<file path="src/rtl/control_fsm.sv">
// control_fsm: multi-cycle fetch/decode/execute/writeback controller for the 8-bit RISC core.
module control_fsm #(
  parameter logic [7:0] PC_RESET = 8'h00
) (
  input  logic        clk,
  input  logic        rst_n,
  output logic        instr_req,
  output logic [7:0]  instr_addr,
  input  logic [15:0] instr_data,
  input  logic        instr_valid,
  input  logic [7:0]  rd_data1,
  output logic [2:0]  rd_addr1,
  output logic [2:0]  rd_addr2,
  output logic [2:0]  wr_addr,
  output logic        we,
  output logic        reg_write_data_select,
  output logic [7:0]  imm,
  output logic [2:0]  alu_op,
  output logic        illegal,
  output logic        halted
);
  typedef enum logic [2:0] {FETCH, DECODE, EXECUTE, WRITEBACK, HALT} state_t;
  state_t      state, state_nx;
  logic [7:0]  pc, pc_nx;
  logic [15:0] ir, ir_nx;
  logic [3:0]  op;
  logic        is_alu, is_wb, is_ill;
  assign op     = ir[15:12];
  assign is_alu = op inside {[4'd1:4'd5]};
  assign is_wb  = op inside {[4'd1:4'd7]};
  assign is_ill = op inside {[4'hA:4'hE]};
  always_ff @(posedge clk or negedge rst_n)
    if (!rst_n) begin
      state <= FETCH;
      pc    <= PC_RESET;
      ir    <= '0;
    end else begin
      state <= state_nx;
      pc    <= pc_nx;
      ir    <= ir_nx;
    end
  always_comb begin
    state_nx = state;
    pc_nx    = pc;
    ir_nx    = ir;
    unique case (state)
      FETCH: if (instr_valid) begin
        ir_nx    = instr_data;
        state_nx = DECODE;
      end
      DECODE: state_nx = EXECUTE;
      EXECUTE: begin
        state_nx = is_wb ? WRITEBACK : op == 4'hF ? HALT : FETCH;
        pc_nx    = is_wb || op == 4'hF ? pc
                 : op == 4'h8 ? ir[7:0]
                 : op == 4'h9 && rd_data1 == 8'h00 ? ir[7:0]
                 : pc + 8'd1;
      end
      WRITEBACK: begin
        state_nx = FETCH;
        pc_nx    = pc + 8'd1;
      end
      default: state_nx = HALT;
    endcase
  end
  // Every control output is a pure decode of state and IR, so reset clears them without a clock.
  assign instr_req             = state == FETCH;
  assign instr_addr            = pc;
  assign we                    = state == WRITEBACK;
  assign illegal               = state == EXECUTE && is_ill;
  assign halted                = state == HALT;
  assign rd_addr1              = op == 4'h9 ? ir[11:9] : ir[8:6];
  assign rd_addr2              = ir[5:3];
  assign wr_addr               = ir[11:9];
  assign imm                   = ir[7:0];
  assign reg_write_data_select = op == 4'h6;
  assign alu_op                = is_alu ? op[2:0] - 3'd1 : op == 4'h7 ? 3'd5 : 3'd0;
endmodule

</file>
<file path="config.mk">
export PLATFORM = sky130hd
export DESIGN_NAME = control_fsm
export DESIGN_NICKNAME = d
export VERILOG_FILES = /design/src/rtl/control_fsm.sv
export SDC_FILE = /design/constraint.sdc
export NUM_CORES = 1
export LEC_CHECK = 0
export ABC_AREA = 1
export BUFFER_PORTS_ARGS = -buffer_cell sky130_fd_sc_hd__buf_4
export CAP_MARGIN = 15
export CORE_MARGIN = 3
export CORE_UTILIZATION = 40
export DETAILED_ROUTE_END_ITERATION = 8
export PLACE_DENSITY = 0.69
export SLEW_MARGIN = 20
export SYNTH_ARGS = -nofsm -noshare
export SYNTH_HDL_FRONTEND = slang
export SYNTH_SLANG_ARGS = --single-unit
</file>
<file path="constraint.sdc">
create_clock -name clk -period 1.3 [get_ports clk]
set_clock_uncertainty 0.05 [all_clocks]
set_input_delay 0.195 -clock clk [delete_from_list [all_inputs] [get_ports clk]]
set_output_delay 0.195 -clock clk [all_outputs]
set_load 0.01 [all_outputs]
</file>
## After elaboration in Yosys (flattened, before gate mapping)

Index checks and enable logic that the tools add are counted.

- Muxes and demuxes: 11
- Reduce and logical (&&, ||, !) cells: 11
- Equality and inequality tests: 11
- Magnitude comparators: 5
- $add $sub $neg: 2

Operators by type and width:

| kind | number |
|---|---|
| two-way mux 8 bit | 3 |
| two-way mux 3 bit | 6 |
| one-hot mux 8 bit (2 select lines) | 1 |
| == test 4 bit, second input constant | 3 |
| one-hot mux 3 bit (4 select lines) | 1 |
| adder 8 x 1 -> 8 bit, second input constant | 1 |
| == test 4 x 3 -> 1 bit, second input constant | 2 |
| <= comparator 4 x 3 -> 1 bit, second input constant | 2 |
| zero test 8 bit | 1 |
| == test 3 x 2 -> 1 bit, second input constant | 2 |
| logical AND 1 bit | 5 |
| >= comparator 4 x 1 -> 1 bit, second input constant | 1 |
| >= comparator 4 bit, second input constant | 1 |
| <= comparator 4 bit, second input constant | 1 |
| AND reduction 2 bit | 2 |
| == test 3 x 1 -> 1 bit, second input constant | 1 |
| == test 3 bit, second input constant | 1 |
| zero test 3 bit | 1 |
| subtractor 3 x 1 -> 3 bit, second input constant | 1 |
| inequality test 2 x 1 -> 1 bit, second input constant | 1 |
| inequality test 2 bit, second input constant | 1 |
| nonzero test 2 bit | 1 |
| logical OR 1 bit | 1 |

- Flip-flop bits (word level): 27
- Word-level logic and storage cells: 43

## Logic depth before layout (Yosys ltp)

Gate-level depths: netlist of run 1.

- Word-level depth: 6
- Gate-level depth with buffers: 10
- Depth with buffers taken out: 10

## Worst setup path after synthesis of run 1

Ideal clock, no wire load.

- Path kind: register to output
- Start point: register ir[12]
- End point: output alu_op[0]
- Path slack: -0.186 ns
- Arrival time: 1.241 ns
- Path buffers: 0
- Stages on the path, launching flop included: 8
- Cells stage by stage: dfrtp_1 inv_1 ha_1 xor2_1 nand2_1 nand2_1 nand4_1 o21ai_0

- Word-level cells in the longest chain between the ends: 3
- Elaborated cells on any way between the ends: 7
- Classes of those cells: add/sub (1); order compare (2); eq/ne (1); mux (2); reduce/logical (1)

Ends and longest elaborated chain:

| element | line | text |
|---|---|---|
| start: declaration | 25 | `logic [15:0] ir, ir_nx;` |
| start signal: assignment | 40 | `ir <= ir_nx;` |
| >= comparator 4 x 1 -> 1 bit, or another cell as far along | 29 | `assign is_alu = op inside {[4'd1:4'd5]};` |
| logical AND 1 bit / two-way mux 3 bit (equally long branches) | 29, 77 |  |
| two-way mux 3 bit * | 77 | `assign alu_op = is_alu ? op[2:0] - 3'd1 : op == 4'h7 ? 3'd5 : 3'd0;` |
| end: declaration | 18 | `output logic [2:0] alu_op,` |

Every way passes the cells marked *; elsewhere a longest branch is shown, timed or not.

## Final worst setup path of run 1

Same ends and word-level chain as after synthesis.

==> run_results.csv, run 1 <==
group,metric,value,unit
synth,synth_seq_area_share,40.5,%
final_layout,layout.nets,327,
timing,worst-slew-pin-transition,0.358,ns
final_layout,layout-drive-gt1-share,59.5,%
timing,max_slew_margin,76.1,%
clock_network,cts.reportedPaths.clkPinSlew,0.10,ns
final_layout,antenna-diode-count,0,
final_layout,final_common_cell,"buf_4",
clock_network,cts_tree,"yes",
pwr,worst_ir_drop_vdd,0.000470,V
final_layout,register_area,679,µm²
critical_path,crit_path_start_kind,"flop",
final_layout,area_delta_synth_final,69.8,%
synth,yosysWarnings,0,
clock_network,cts_buffers,3,
final_layout,multiInputGateArea,1090,µm²
floorplan,die_x,70.6,µm
timing,fmax,544,MHz
route,initialDrtViolationCount,79,
grt,first_pass_grt_wire_length,7280,µm
clock_network,htree_levels,1,
synth,syn_nets,242,
timing,report.final.slew_viol_count,0,
floorplan,design.portCount,60,
grt,grt_start_max_net_pins,28,
job,cap_violations,0,
pwr,total_switching_power,319,µW
grt,grt_pass1_vias,1611,
timing,timing.final.ws_setup,-0.539,ns
placed_design,final_weighted_congestion_of_routability_driven_global_placement,0.789,
critical_path,critPathArrivalTime,1.59,ns
placed_design,placedInstanceArea,2310,µm²
pwr,power_report.internal_total,1110,µW
floorplan,initial_utilization,43.6,%
pwr,switching_share,22.3,%
timing,final_min_period_over_clock_period,141,%
route,detailedRoute.firstPassIterationCount,4,
final_layout,finalNonFillerCells,342,
floorplan,die_area,4980,µm²
timing,finalSetupViolations,36,
route,dr_total_vias,1642,
placed_design,dp.final_hpwl,3070,µm
final_layout,final_cell_area,2830,µm²
clock_network,clk_latency,0.28,ns
min_path,holdCritPathClass,"in -> reg",
grt,antenna_violations_before_repair,0,
pwr,power.static_leakage,0.00141,µW
timing,rsz0062_at_grt,"true",
synth,yosys.cell_types.count,27,
floorplan,die_y_extent,70.6,µm
critical_path,required,1.05,ns
pwr,clock_power_share,34.4,%
synth,synth.cell_area,1670,µm²
timing,hold_viol,0,
clock_network,root_buffer_master,"clkbuf_8",
pwr,power_density,504,nW/µm²
pwr,share_comb_of_total_power,6.8,%
critical_path,nature_of_the_critical_path_endpoint,"output port",
grt,grt_use_total,17.9,%
pwr,seqPwrFrac,58.8,%
route,post_drt_wl_per_cell,13.4,µm
placed_design,placedCellCount,323,
clock_network,clock_sinks,27,
synth,synth_seq_cells,27,
floorplan,core_region_area,3830,µm²
synth,mean_post_synth_cell_area,7.95,µm²
critical_path,crit_path_max_fanout,3,
final_layout,layout.cells.most_common_list,"buf_4, nand2_1, dfrtp_1, inv_1",
placed_design,port_buffers,59,
synth,synth_cells,210,
outcome,run_status,"finished with violations",
final_layout,utilization,74.1,%
floorplan,rows,22,
grt,global_route.overflow_total,0,
timing,timing.final.crit_period,1.84,ns
route,wl,4590,µm
route,drtAntennaViolNets,0,
route,route.detailed.drc,0,
timing,hold-worst-slack,0.0871,ns
clock_network,cts_buffer_depth,2,
route,detail_route.vias_per_cell,4.80,
final_layout,fillerInstances,294,
outcome,failed_checks,"setup timing",
critical_path,criticalPathCategory,"reg -> out",
## cells by family (layout without fill, tap and decap cells)
| group | after synthesis | after routing | synth area share (%) |
|---|---|---|---|
| simple gates | 105 | 106 | 29.1 |
| compound gates | 20 | 20 | 6.67 |
| xor+xnor | 6 | 6 | 3.15 |
| mux | 3 | 3 | 2.47 |
| buf+inv | 44 | 127 | 14.4 |
| flops | 27 | 27 | 40.5 |
| fa+ha+maj | 5 | 5 | 3.75 |
## final cells by class
cell class,instances,area share (%)
timing repair buffer,97,30.2
clock buffer,3,1.46
multi-input combinational,140,38.5
inverter,26,3.62
sequential,27,24.0
clock inverter,1,0.177
tap,48,2.12
## cells in the mapped netlist
cell type	number	area share, %
buf_6	3	2.0
nor2_2	1	0.38
a21oi_2	2	1.0
nand3_4	1	1.0
nor3_2	1	0.60
nand2_1	42	9.4
nand3_1	25	7.5
clkinv_1	1	0.22
mux2_4	2	1.8
xor2_1	3	1.6
a311oi_1	1	0.52
inv_2	2	0.45
ha_1	5	3.7
and2_1	1	0.38
o21ai_0	4	1.2
nand2_4	3	2.0
xnor2_1	3	1.6
mux2_2	1	0.67
nand4_1	2	0.75
nand2_2	2	0.75
clkbuf_1	1	0.22
dfrtp_1	27	40
a21oi_1	13	3.9
buf_4	14	6.3
nor2_1	25	5.6
inv_1	23	5.2
nor3_1	2	0.60
## power by group through the flow
stage | Sequential, µW | Clock (µW) | Combinational, µW
3_3_place_gp | 856 | 0 | 80.0
6_report | 839 | 491 | 97.0
4_1_cts | 839 | 504 | 92.1
5_1_grt | 839 | 537 | 107
2_1_floorplan | 856 | 0 | 4.14
3_5_place_dp | 856 | 0 | 81.1
## state kept, by name (all words and copies together) (netlist names)
| name | cells |
|---|---|
| instr_addr | 8 |
| state | 3 |
| ir | 16 |
## critical path, cell delays in order, from the launching register on
cell and delay, ns:
dfrtp_2 0.45, inv_4 0.08, ha_4 0.14, xor2_2 0.15, nand2_1 0.08, nand2_2 0.08, nand4_1 0.12, o21ai_2 0.09
buf_4 0.13
## metal layers
metal / vias up / wire (µm) / part of all wire (%) / global-route usage [%]
met2: 36 / 2470 / 54 / 33.0
met1: 782 / 1870 / 41 / 21.6
li1: 822 / - / - / -
met5: - / 0 / 0 / 0
met4: 0 / 18 / 0.39 / 3.34
met3: 2 / 229 / 5.0 / 3.84
## metrics by stage
step	setup TNS, ns	setup slack, ns	power (µW)
2_1_floorplan	-1.53	-0.165	860
3_3_place_gp	-3.86	-0.206	936
3_5_place_dp	-4.34	-0.252	937
4_1_cts	-9.46	-0.517	1430
5_1_grt	-11.10	-0.661	1480
6_report	-9.02	-0.539	1430
## worst paths after layout
path                            endpoint           start  slack (ns)  depth (start not counted)
hold reg to reg                    ir[8]           ir[8]        0.49                          1
hold / removal                    ir[10]  instr_data[10]        0.09                          2
setup / recovery               alu_op[0]          ir[12]       -0.54                          8
setup reg to reg           instr_addr[2]          ir[12]       -0.24                          9
max in group asynchronous       state[0]           rst_n        0.60                          2
min in group asynchronous          ir[2]           rst_n        0.31                          2
## what timing repair did
item | CTS | global route
endpoints found under the setup margin | 35 | 37
pin swaps | 10 | 9
endpoints found under the hold margin | 27 | 0
gates resized for setup | 47 | 43
hold buffers | 1 | 0
buffers inserted | 11 | 5
gates cloned | 2 | 0
(Power assumes the default switching activity.)
==> inputs of run 2 (changes only) <==
--- a/config.mk
+++ b/config.mk
@@ -8,6 +8,7 @@
 export ABC_AREA = 1
 export BUFFER_PORTS_ARGS = -buffer_cell sky130_fd_sc_hd__buf_4
 export CAP_MARGIN = 15
+export CORE_ASPECT_RATIO = 1.75
 export CORE_MARGIN = 3
 export CORE_UTILIZATION = 40
 export DETAILED_ROUTE_END_ITERATION = 8
==> run 2 against run 1 <==
  * The run still ends with setup timing left
  * Largest cell class unchanged
  * Utilization down 0.61 points
  * Via count is 3.0% higher
  * Highest routed layer unchanged
  * Total power increased by 1.1%
==> run_results.csv, run 2 (synthesis results as in run 1) <==
group,metric,value,unit
placed_design,placedInstanceArea,2310,µm²
floorplan,design.portCount,60,
job,cap_violations,0,
floorplan,die_x,54.8,µm
placed_design,dp.final_hpwl,3130,µm
final_layout,finalNonFillerCells,347,
final_layout,layout.nets,332,
critical_path,critPathSlowestCell,"dfrtp_1",
outcome,run_status,"finished with violations",
clock_network,cts.reportedPaths.clkPinSlew,0.10,ns
route,dr_total_vias,1692,
grt,global_route.overflow_total,0,
route,drtAntennaViolNets,0,
grt,first_pass_grt_wire_length,7910,µm
min_path,holdCritPathClass,"in -> reg",
clock_network,cts_tree,"yes",
route,post_drt_wl_per_cell,14.6,µm
outcome,failed_checks,"setup timing",
timing,worst-slew-pin-transition,0.362,ns
route,met2WireLength,2970,µm
route,route.met3.wl,200,µm
pwr,design_power_total,1440,µW
grt,grt_use_total,20.8,%
critical_path,cpPeakStageDelay,0.42,ns
placed_design,placedCellCount,323,
timing,fmax,538,MHz
route,wirelength_met1,1690,µm
timing,timing.final.ws_setup,-0.559,ns
final_layout,final_cell_area,2900,µm²
timing,rsz0062_at_grt,"true",
timing,report.final.slew_viol_count,0,
clock_network,clock_sinks,27,
route,wl,5060,µm
final_layout,max_flop_register,"ir",
final_layout,antenna-diode-count,0,
final_layout,layout-drive-gt1-share,59.2,%
route,initialDrtViolationCount,41,
timing,hold_viol,0,
timing,final_min_period_over_clock_period,143,%
route,highest-signal-layer,"met4",
final_layout,layout.cells.most_common_list,"buf_4, nand2_1, dfrtp_1, inv_1, nand3_1",
critical_path,crit_path_frequent_cell,"buf_4",
floorplan,die_y_extent,91.5,µm
placed_design,port_buffers,59,
final_layout,area_delta_synth_final,73.5,%
grt,grt_pass1_vias,1760,
clock_network,clk_latency,0.28,ns
critical_path,path_cells,"inv_2 > ha_4 > xor2_4 > buf_4 > buf_4 > nand3_1 > nand2_1 > buf_4",
clock_network,root_buffer_master,"clkbuf_8",
critical_path,nature_of_the_critical_path_endpoint,"output port",
critical_path,crit_family,"buffers and inverters",
route,detail_route.vias_per_cell,4.88,
clock_network,cts_buffer_depth,2,
critical_path,required,1.05,ns
pwr,power.static_leakage,0.00143,µW
grt,antenna_violations_before_repair,0,
final_layout,fillerInstances,292,
timing,max_slew_margin,75.9,%
pwr,power_density,498,nW/µm²
route,detailedRoute.firstPassIterationCount,4,
floorplan,initial_utilization,42.3,%
floorplan,die_area,5010,µm²
placed_design,final_weighted_congestion_of_routability_driven_global_placement,0.812,
floorplan,core_region_area,3940,µm²
floorplan,rows,30,
grt,grt_start_max_net_pins,28,
route,route.detailed.drc,0,
critical_path,crit_path_max_fanout,3,
critical_path,critPathArrivalTime,1.61,ns
timing,finalSetupViolations,37,
timing,timing.final.crit_period,1.86,ns
final_layout,largest_reg_flops,16,
clock_network,htree_levels,1,
critical_path,critical_path_buf_inv_count,4,
clock_network,cts_buffers,3,
final_layout,final_common_cell,"buf_4",
critical_path,criticalPathCategory,"reg -> out",
pwr,worst_ir_drop_vdd,0.000552,V
critical_path,crit_path_start_kind,"flop",
## run 2: metal layers
layer	global-route usage, %	up-vias
met5	0	-
met3	2.63	15
met4	7.28	0
met2	38.2	45
met1	22.4	804
li1	-	828
## run 2: worst register-to-register path, cell delays in order (launching register included)
cell and delay (ns):
dfrtp_1 0.42, inv_2 0.11, ha_4 0.17, buf_4 0.11
buf_4 0.10, nand3_1 0.18, nand2_8 0.19, nand2_4 0.10
nand2_1 0.07, nand3_1 0.08, nand2_1 0.07
## run 2: path summary, 6_finish.rpt
path / from / depth (start not counted) / slack, ns / endpoint
min in group asynchronous: rst_n / 2 / 0.32 / ir[2]
setup reg to reg: ir[13] / 10 / -0.41 / instr_addr[1]
hold / removal: instr_data[8] / 2 / 0.09 / ir[8]
setup / recovery: ir[13] / 8 / -0.56 / alu_op[2]
hold reg to reg: instr_addr[7] / 2 / 0.50 / instr_addr[7]
max in group asynchronous: rst_n / 2 / 0.59 / state[1]
## run 2: layout make-up
type	count	area, µm²	share of cell area, %
tap	48	60.1	2.07
sequential	27	681	23.5
multi-input combinational	140	1090	37.5
inverter	26	105	3.63
timing repair buffer	102	915	31.6
clock buffer	3	41.3	1.43
clock inverter	1	7.51	0.259
## run 2: timing repair
item                                   CTS  global route
endpoints found under the hold margin   27             0
setup endpoints to repair               36            38
hold buffers                             1             0
cloned                                   3             0
pin swaps                               13             9
resized for setup                       54            32
buffers inserted                        12             7
## run 2: power breakdown
part	leakage, µW	switching, µW	total [µW]	internal, µW
registers	0.000258	0	839	839
clock network	0.0000217	288	506	218
logic	0.00115	43.2	97.5	54.3
total	0.00143	331	1440	1110
## run 2: stage by stage
stage                     util, %  setup slack [ns]  hold slack, ns  TNS (ns)
after floorplan                 -            -0.165          -0.151     -1.53
after global placement       58.6            -0.215          0.0834     -3.79
after detailed placement     58.6            -0.249          0.0863     -4.11
after CTS                    69.4            -0.500          0.0869     -8.11
after global routing         73.5            -0.639          0.0820    -13.06
final                        73.5            -0.559          0.0872    -10.63
==> inputs of run 3 (changes only) <==
--- a/config.mk
+++ b/config.mk
@@ -12,7 +12,7 @@
 export CORE_MARGIN = 3
 export CORE_UTILIZATION = 40
 export DETAILED_ROUTE_END_ITERATION = 8
-export PLACE_DENSITY = 0.69
+export PLACE_DENSITY = 0.72
 export SLEW_MARGIN = 20
 export SYNTH_ARGS = -nofsm -noshare
 export SYNTH_HDL_FRONTEND = slang
==> run 3 against run 2 <==
  * The run still ends with setup timing left
  * Non-clock buffer count grew 1
  * Worst setup slack lost 0.0081 ns
  * Die area unchanged
  * Utilization increased by 0.76 points
  * Global-route usage rose by 0.56 points
  * Sequential power about the same
  * Largest power group unchanged
  * Highest routed layer unchanged
==> run_results.csv, run 3 (synthesis results as in run 1) <==
group,metric,value,unit
outcome,run_status,"finished with violations",
outcome,failed_checks,"setup timing",
floorplan,die_x,54.8,µm
clock_network,root_buffer_master,"clkbuf_8",
route,drtAntennaViolNets,0,
final_layout,register_area,678,µm²
critical_path,required,1.05,ns
final_layout,multiInputGateArea,1140,µm²
clock_network,htree_levels,1,
critical_path,crit_path_max_fanout,3,
grt,antenna_violations_before_repair,0,
placed_design,port_buffers,59,
pwr,design_power_total,1430,µW
floorplan,die_area,5010,µm²
clock_network,cts_buffer_depth,2,
route,wl,5100,µm
final_layout,max_flop_register,"ir",
pwr,clock_power_share,34.6,%
min_path,holdCritPathClass,"in -> reg",
grt,grt_pass1_vias,1854,
pwr,power_density,489,nW/µm²
route,route.detailed.drc,0,
timing,hold_viol,0,
job,cap_violations,0,
route,detail_route.vias_per_cell,5.01,
pwr,seqPwrFrac,58.6,%
clock_network,clk_latency,0.27,ns
timing,report.final.slew_viol_count,0,
pwr,power_report.internal_total,1110,µW
floorplan,core_region_area,3940,µm²
placed_design,dp.final_hpwl,3160,µm
timing,timing.final.crit_period,1.87,ns
final_layout,fillerInstances,265,
final_layout,antenna-diode-count,0,
clock_network,cts_tree,"yes",
route,detailedRoute.firstPassIterationCount,4,
timing,max_slew_margin,75.6,%
pwr,share_comb_of_total_power,6.8,%
final_layout,largest_reg_flops,16,
clock_network,cts.reportedPaths.clkPinSlew,0.10,ns
grt,first_pass_grt_wire_length,8110,µm
timing,timing.final.ws_setup,-0.568,ns
timing,final_min_period_over_clock_period,144,%
final_layout,final_common_cell,"buf_4",
critical_path,criticalPathCategory,"reg -> out",
route,post_drt_wl_per_cell,14.6,µm
timing,worst-slew-pin-transition,0.366,ns
floorplan,die_y_extent,91.5,µm
final_layout,area_delta_synth_final,75.3,%
clock_network,clock_sinks,27,
critical_path,nature_of_the_critical_path_endpoint,"output port",
floorplan,initial_utilization,42.3,%
placed_design,final_weighted_congestion_of_routability_driven_global_placement,0.811,
floorplan,rows,30,
route,dr_total_vias,1755,
timing,hold-worst-slack,0.0933,ns
critical_path,crit_path_start_kind,"flop",
route,initialDrtViolationCount,21,
critical_path,path_cells,"inv_2 > ha_4 > xor2_2 > nand2_2 > nand2_2 > nand4_1 > nand2_1 > buf_6",
final_layout,layout.cells.most_common_list,"buf_4, nand2_1, dfrtp_1, buf_6, inv_1",
critical_path,crit_path_frequent_cell,"nand2_2",
final_layout,layout-drive-gt1-share,62.6,%
critical_path,cpPeakStageDelay,0.40,ns
floorplan,design.portCount,60,
grt,grt_use_total,21.4,%
final_layout,layout.nets,335,
clock_network,cts_buffers,3,
pwr,worst_ir_drop_vdd,0.000773,V
pwr,switching_share,22.2,%
pwr,total_switching_power,318,µW
timing,finalSetupViolations,37,
critical_path,critPathArrivalTime,1.62,ns
timing,rsz0062_at_grt,"true",
grt,global_route.overflow_total,0,
pwr,power.static_leakage,0.00144,µW
grt,grt_start_max_net_pins,28,
critical_path,critPathSlowestCell,"dfrtp_1",
timing,fmax,535,MHz
run 3: changes by cell type in the layout (fill, tap and decap cells not counted), moves of 2 or more:
| cell | previous run | this run |
|---|---|---|
| a21oi_1 | 2 | 5 |
| a21oi_4 | 2 | 0 |
| buf_4 | 81 | 79 |
| nand3_2 | 9 | 15 |
| nand3_1 | 15 | 9 |
| buf_6 | 13 | 19 |
| nand2_1 | 38 | 30 |
| buf_16 | 2 | 0 |
| dfrtp_1 | 23 | 25 |
| nand2_4 | 2 | 6 |
| dfrtp_2 | 4 | 2 |
| nand2_2 | 5 | 11 |
run 3: per-stage QoR:
step           instance area [µm²]  setup WS [ns]  setup TNS [ns]  util, %  instances
2_1_floorplan                 1740         -0.165           -1.53        -        210
3_3_place_gp                  2300         -0.209           -3.57     58.4        324
3_5_place_dp                  2300         -0.256           -3.94     58.4        324
4_1_cts                       2690         -0.501           -9.03     68.2        347
5_1_grt                       2930         -0.672          -12.22     74.2        350
6_report                      2930         -0.568           -9.73     74.2        350
run 3: metal layers:
layer,GRT usage (%),part of all wire (%),up-vias
li1,-,-,841
met1,22.3,34,836
met2,38.7,58,60
met3,3.78,4.8,18
met4,8.73,3.2,0
met5,0,0,-
run 3: critical path: cells and delay by family, from the launching register on:
family	cells	cell delay, ns
xor+xnor	1	0.18
fa+ha+maj	1	0.17
buf+inv	2	0.21
flops	1	0.40
simple gates	4	0.40
run 3: final timing paths:
path | from | end | slack [ns] | cells after the start
min in group asynchronous | rst_n | ir[3] | 0.33 | 2
max reg2reg | ir[13] | instr_addr[5] | -0.38 | 12
min | instr_data[10] | ir[10] | 0.09 | 2
max in group asynchronous | rst_n | ir[12] | 0.57 | 2
max | ir[13] | alu_op[2] | -0.57 | 8
min reg2reg | instr_addr[7] | instr_addr[7] | 0.48 | 2
run 3: power by group through the flow:
| stage | Combinational [µW] | Sequential [µW] | Clock [µW] |
|---|---|---|---|
| finish | 97.0 | 839 | 496 |
| global route | 107 | 839 | 543 |
| CTS | 89.9 | 839 | 496 |
| detailed placement | 81.0 | 856 | 0 |
| global placement | 79.8 | 856 | 0 |
| floorplan | 4.14 | 856 | 0 |
run 3: area by class of cell:
type	instances	share of cell area, %
clock buffers	4	1.54
inverters	26	3.59
multi-input cells	142	39.1
flip-flops and latches	27	23.2
well taps	48	2.05
repair buffers	103	30.5
run 3: timing repair:
item                       CTS  global route
hold buffers                 1             0
buffers inserted            16             4
cloned                       3             0
pin swaps                   21            15
hold endpoints to repair    27             0
setup endpoints to repair   35            38
gates resized for setup     48            57
